<file path="src/rtl/dac_spi_tx.sv">
// Serialises 10-bit samples into 16-bit MCP4911-style frames on SPI, then strobes LDAC.
// Build option: DAC_TX_PENDING_EN adds a one-deep pending sample register.
//
// state | meaning
// IDLE  | waiting for load, CS high, SDI low
// SETUP | CS low, SDI holds frame bit 15 ahead of the first SCK rise
// SHIFT | SCK toggles every CLK_DIV cycles; SDI advances on each fall
// GAP   | CS high again, SCK low, before the latch strobe
// LATCH | LDAC low; done pulses in the last cycle
module dac_spi_tx #(
   parameter int CLK_DIV = 25,
   parameter bit BUF_BIT = 1'b0,
   parameter bit GA_N    = 1'b1
) (
   input  logic       sysclk,
   input  logic       reset,
   input  logic [9:0] d,
   input  logic       load,
   output logic       dac_cs_n,
   output logic       dac_sck,
   output logic       dac_sdi,
   output logic       dac_ldac_n,
   output logic       busy,
   output logic       done,
   output logic       overrun
);

   typedef enum logic [2:0] {IDLE, SETUP, SHIFT, GAP, LATCH} state_t;

   localparam logic [7:0] HP_RELOAD = 8'(CLK_DIV - 1);

   state_t      state;
   logic [7:0]  hcnt;
   logic [4:0]  bitcnt;
   logic [15:0] shreg;
   logic        start;
   logic [9:0]  start_d;
   logic [15:0] start_word;

`ifdef DAC_TX_PENDING_EN
   logic       pend_valid;
   logic [9:0] pend_d;
   logic       take_pend;
`endif

   always_comb begin
      start   = 1'b0;
      start_d = d;
`ifdef DAC_TX_PENDING_EN
      take_pend = 1'b0;
      if (pend_valid && (state == IDLE || (state == LATCH && hcnt == 8'd0))) begin
         start     = 1'b1;
         start_d   = pend_d;
         take_pend = 1'b1;
      end else if (state == IDLE && load) begin
         start = 1'b1;
      end
`else
      if (state == IDLE && load) start = 1'b1;
`endif
      start_word = {1'b0, BUF_BIT, GA_N, 1'b1, start_d, 2'b00};
   end

   always_ff @(posedge sysclk) begin
      if (reset) begin
         state      <= IDLE;
         hcnt       <= 8'd0;
         bitcnt     <= 5'd0;
         shreg      <= 16'd0;
         dac_cs_n   <= 1'b1;
         dac_sck    <= 1'b0;
         dac_sdi    <= 1'b0;
         dac_ldac_n <= 1'b1;
         busy       <= 1'b0;
         done       <= 1'b0;
         overrun    <= 1'b0;
`ifdef DAC_TX_PENDING_EN
         pend_valid <= 1'b0;
         pend_d     <= 10'd0;
`endif
      end else begin
         done <= 1'b0;
         if (start) begin
            state      <= SETUP;
            hcnt       <= HP_RELOAD;
            bitcnt     <= 5'd15;
            shreg      <= start_word;
            dac_sdi    <= start_word[15];
            dac_cs_n   <= 1'b0;
            dac_sck    <= 1'b0;
            dac_ldac_n <= 1'b1;
            busy       <= 1'b1;
         end else begin
            case (state)
               IDLE: ;
               SETUP: begin
                  if (hcnt == 8'd0) begin
                     state   <= SHIFT;
                     hcnt    <= HP_RELOAD;
                     dac_sck <= 1'b1;
                  end else begin
                     hcnt <= hcnt - 8'd1;
                  end
               end
               SHIFT: begin
                  if (hcnt == 8'd0) begin
                     hcnt <= HP_RELOAD;
                     if (!dac_sck) begin
                        dac_sck <= 1'b1;
                     end else begin
                        dac_sck <= 1'b0;
                        if (bitcnt == 5'd0) begin
                           state    <= GAP;
                           dac_cs_n <= 1'b1;
                        end else begin
                           bitcnt  <= bitcnt - 5'd1;
                           dac_sdi <= shreg[14];
                           shreg   <= {shreg[14:0], 1'b0};
                        end
                     end
                  end else begin
                     hcnt <= hcnt - 8'd1;
                  end
               end
               GAP: begin
                  if (hcnt == 8'd0) begin
                     state      <= LATCH;
                     hcnt       <= HP_RELOAD;
                     dac_ldac_n <= 1'b0;
                     done       <= (CLK_DIV == 1);
                  end else begin
                     hcnt <= hcnt - 8'd1;
                  end
               end
               LATCH: begin
                  if (hcnt == 8'd0) begin
                     state      <= IDLE;
                     dac_ldac_n <= 1'b1;
                     busy       <= 1'b0;
                     dac_sdi    <= 1'b0;
                  end else begin
                     hcnt <= hcnt - 8'd1;
                     done <= (hcnt == 8'd1);
                  end
               end
               default: state <= IDLE;
            endcase
         end

`ifdef DAC_TX_PENDING_EN
         // A load that cannot start a frame right now is parked; overwriting a live one loses a sample.
         if (load && !(start && !take_pend)) begin
            pend_d     <= d;
            pend_valid <= 1'b1;
            if (pend_valid && !take_pend) overrun <= 1'b1;
         end else if (take_pend) begin
            pend_valid <= 1'b0;
         end
`else
         if (load && state != IDLE) overrun <= 1'b1;
`endif
      end
   end

endmodule

</file>
<file path="config.mk">
export PLATFORM = sky130hd
export DESIGN_NAME = dac_spi_tx
export DESIGN_NICKNAME = d
export VERILOG_FILES = /design/src/rtl/dac_spi_tx.sv
export SDC_FILE = /design/constraint.sdc
export NUM_CORES = 1
export LEC_CHECK = 0
export CAP_MARGIN = 20
export CORE_ASPECT_RATIO = 0.7
export CORE_MARGIN = 5
export CORE_UTILIZATION = 60
export DETAILED_ROUTE_END_ITERATION = 10
export HOLD_SLACK_MARGIN = 0.08
export PLACE_DENSITY = 0.88
export SLEW_MARGIN = 30
export SYNTH_ARGS = -nofsm -noshare
export SYNTH_HDL_FRONTEND = slang
export SYNTH_SLANG_ARGS = --single-unit
</file>
<file path="constraint.sdc">
create_clock -name sysclk -period 6.05 [get_ports sysclk]
set_clock_uncertainty 0.15 [all_clocks]
set_input_delay 0.9075 -clock sysclk [delete_from_list [all_inputs] [get_ports sysclk]]
set_output_delay 0.9075 -clock sysclk [all_outputs]
set_load 0.005 [all_outputs]
</file>
==> metrics.csv <==
stage;metric;value;unit
run_status;outcome;finished, final reports clean;
clock_tree;numCtsBuffers;5;
setup_path;cp_max_fo;24;
routing;vias_per_cell;6.22;
global_route;grt_pass1_vias;1497;
power;pwr-share-comb;0.451;
yosys;synth-seq-cells;36;
hold_path;hold_class;flop to flop;
setup_path;critPathMaxStageDelay;1.02;ns
yosys;synth_area_per_cell;8.98;um^2
yosys;yosysWarnings;0;
cells_and_area;drive_gt1_frac;0.0811;
global_route;grt-ovfl-total;0;
timing;rsz0062_at_grt;no;
clock_tree;clock_path_buffers;2;
place;placed_area;0.00203;mm^2
yosys;ys_types;46;
timing;fin_crit;2.61;ns
clock_tree;cts_tree;built;
cells_and_area;nNetsFinal;239;
power;pwr-share-seq;0.356;
yosys;yosysSeqAreaShare;0.390;
clock_tree;cts.sinks;36;
timing;finalMaxSlewViolations;0;
routing;dr.pass1.iters;4;
power;pwr-share-clk;0.194;
timing;fmax;383;MHz
die;die-height;56.5;um
timing;setup_violations;0;
yosys;netlist_instances;206;
clock_tree;clk_latency;0.29;ns
timing;hold_viol_final;0;
clock_tree;clk_pin_slew;0.07;ns
global_route;grt_use_total;0.193;
yosys;yosysTopAreaCellShare;0.390;
yosys;synth_edf_count;0;
die;pin_count;20;
setup_path;cp_cell_sequence;clkdlybuf4s50_1 > inv_1 > o21ai_1 > nor3_1;
cells_and_area;area_growth;15.4;%
die;rows;16;
setup_path;critPathArrivalTime;2.61;ns
setup_path;critPathBufInv;2;
yosys;synth_common_cells;36 x dfxtp_1, 19 x nor2_1, 16 x a21oi_1, 13 x mux2i_1;
job;max_cap_viol_count;0;
place;gp_congestion;0.912;
global_route;grt_max_degree;27;
yosys;synth.area.top_cells;dfxtp_1 39%, mux2i_1 7.0%, a211oi_1 4.5%;
power;switching_share;0.411;
cells_and_area;final_cell_area;0.00213;mm^2
power;irDropWorstVdd;254;uV
timing;relSlewSlack;0.437;
place;port_buffers;19;
clock_tree;post_cts_resized;0;
routing;drt-total-wl;3.95;mm
clock_tree;ctsHoldBuffers;0;
routing;vias;1604;
timing;post-route-period-util;0.432;
cells_and_area;diodes;0;
timing;tightest_slew;0.843;ns
setup_path;crit_path_end_kind;flop;
timing;tns;0;ns
die;start_util;0.641;
global_route;grt_pass1_wl;6.83;mm
setup_path;crit_type;input pin to flop;
setup_path;crit_family;buffers and inverters;
yosys;ys.flop_type;dfxtp_1;
clock_tree;postCtsSetupBuffers;0;
yosys;yosys.area.top_type;dfxtp_1;
power;switchingPower;0.000438;W
die;die_area;0.00431;mm^2
setup_path;start_kind;input pin;
routing;detail_route.wl_per_cell;15.3;um
power;p_int;0.000627;W
yosys;async_reset_ff_frac;0;
routing;drt-initial-drc-count;184;
global_route;grt_antenna_before_repair;0;
power;p_leak;0.867;nW
place;dp_hpwl;2.76;mm
power;p_per_area;499;mW/mm^2
setup_path;crit_slowest_cell;clkdlybuf4s50_1;
setup_path;critPathRequiredTime;6.05;ns
yosys;netlist_area;0.00185;mm^2
clock_tree;cts-root-buf;clkbuf_8;
routing;post-route-drc-count;0;
routing;drtAntennaViolNets;0;
yosys;synth.most_common_cell;dfxtp_1;
die;die_width;76.4;um
yosys;synth_fp_nets;224;
clock_tree;cts-htree-levels;2;
die;fp.coreArea;0.00288;mm^2
## path summary, 6_finish.rpt
path | slack [ns] | startpoint | end | cells past startpoint
worst min register to register | 0.33 | shreg[2]$_SDFFE_PP0P_ | shreg[2]$_SDFFE_PP0P_ | 2
worst max register to register | 3.53 | hcnt[1]$_SDFFE_PP0P_ | bitcnt[4]$_SDFFE_PP0P_ | 6
worst min-delay path | 0.33 | shreg[2]$_SDFFE_PP0P_ | shreg[2]$_SDFFE_PP0P_ | 2
worst max-delay path | 3.44 | reset | done$_SDFF_PP0_ | 4
## through the flow
| stage | std cells | power (W) | utilization | hold WS (ns) | worst slack (ns) |
|---|---|---|---|---|---|
| after floorplan | 206 | 0.000731 | - | 0.297 | 4.07 |
| after global routing | 258 | 0.00114 | 0.740 | 0.355 | 3.27 |
| final | 258 | 0.00107 | 0.740 | 0.326 | 3.44 |
| after CTS | 258 | 0.00106 | 0.740 | 0.331 | 3.43 |
| after global placement | 250 | 0.000831 | 0.703 | 0.306 | 3.22 |
| after detailed placement | 250 | 0.000850 | 0.703 | 0.321 | 3.15 |
## final cells by class
class,count,area [um^2]
Clock buffer,6,72.6
Clock inverter,2,35.0
Fill cell,200,748
Inverter,10,37.5
Multi-Input combinational cell,149,1030
Sequential cell,36,721
Tap cell,36,45.0
Timing Repair Buffer,19,190
## power by group through the flow
stage	clock network, W	registers [W]	logic, W
floorplan	0	0.000351	0.000380
global placement	0	0.000373	0.000458
detailed placement	0	0.000381	0.000469
CTS	0.000210	0.000377	0.000475
global route	0.000223	0.000391	0.000529
finish	0.000206	0.000379	0.000480
## worst reg2reg max path, stage by stage, from the launching register on
cell     delay (ns)
dfxtp_1        0.35
inv_1          0.14
ha_1           0.19
nor3b_2        0.50
nand4_4        0.46
or3_1          0.52
a21oi_1        0.14
## flip-flops by register name, indices dropped and copies added (netlist names)
name        flops
dac_sdi         1
hcnt            8
dac_sck         1
dac_cs_n        1
overrun         1
busy            1
shreg          13
state           3
dac_ldac_n      1
done            1
bitcnt          5
## cells by family (layout without fill, tap and decap cells)
group / count (synthesis) / in the layout / share of synthesized area
flip-flops: 36 / 36 / 0.390
AO/OA/AOI/OAI: 61 / 61 / 0.213
multiplexers: 14 / 14 / 0.0765
XOR/XNOR: 2 / 2 / 0.00947
AND/OR/NAND/NOR: 67 / 67 / 0.226
buffers and inverters: 21 / 37 / 0.0514
adder cells (fa/ha/maj): 5 / 5 / 0.0338
## placed cells by master (no fill, tap or decap), types with 3 or more instances in the layout
cell type,instances
mux2i_1,13
o21ai_0,11
a31oi_1,7
o31ai_1,4
a211oi_1,11
or4_1,3
or3_1,10
dfxtp_1,36
nor3_1,3
ha_1,5
a21oi_1,16
or2_2,3
nor2_1,19
clkbuf_8,5
inv_1,10
clkdlybuf4s50_1,19
nand2_1,9
nand3_1,3
## routing by layer
layer,GRT usage,vias to the layer above,share of wire
met3,0.0447,9,0.053
met5,0,-,0
met1,0.257,751,0.47
met2,0.293,45,0.45
met4,0.0948,0,0.020
li1,-,799,-
Note: power is estimated with default switching activity, not from simulation.
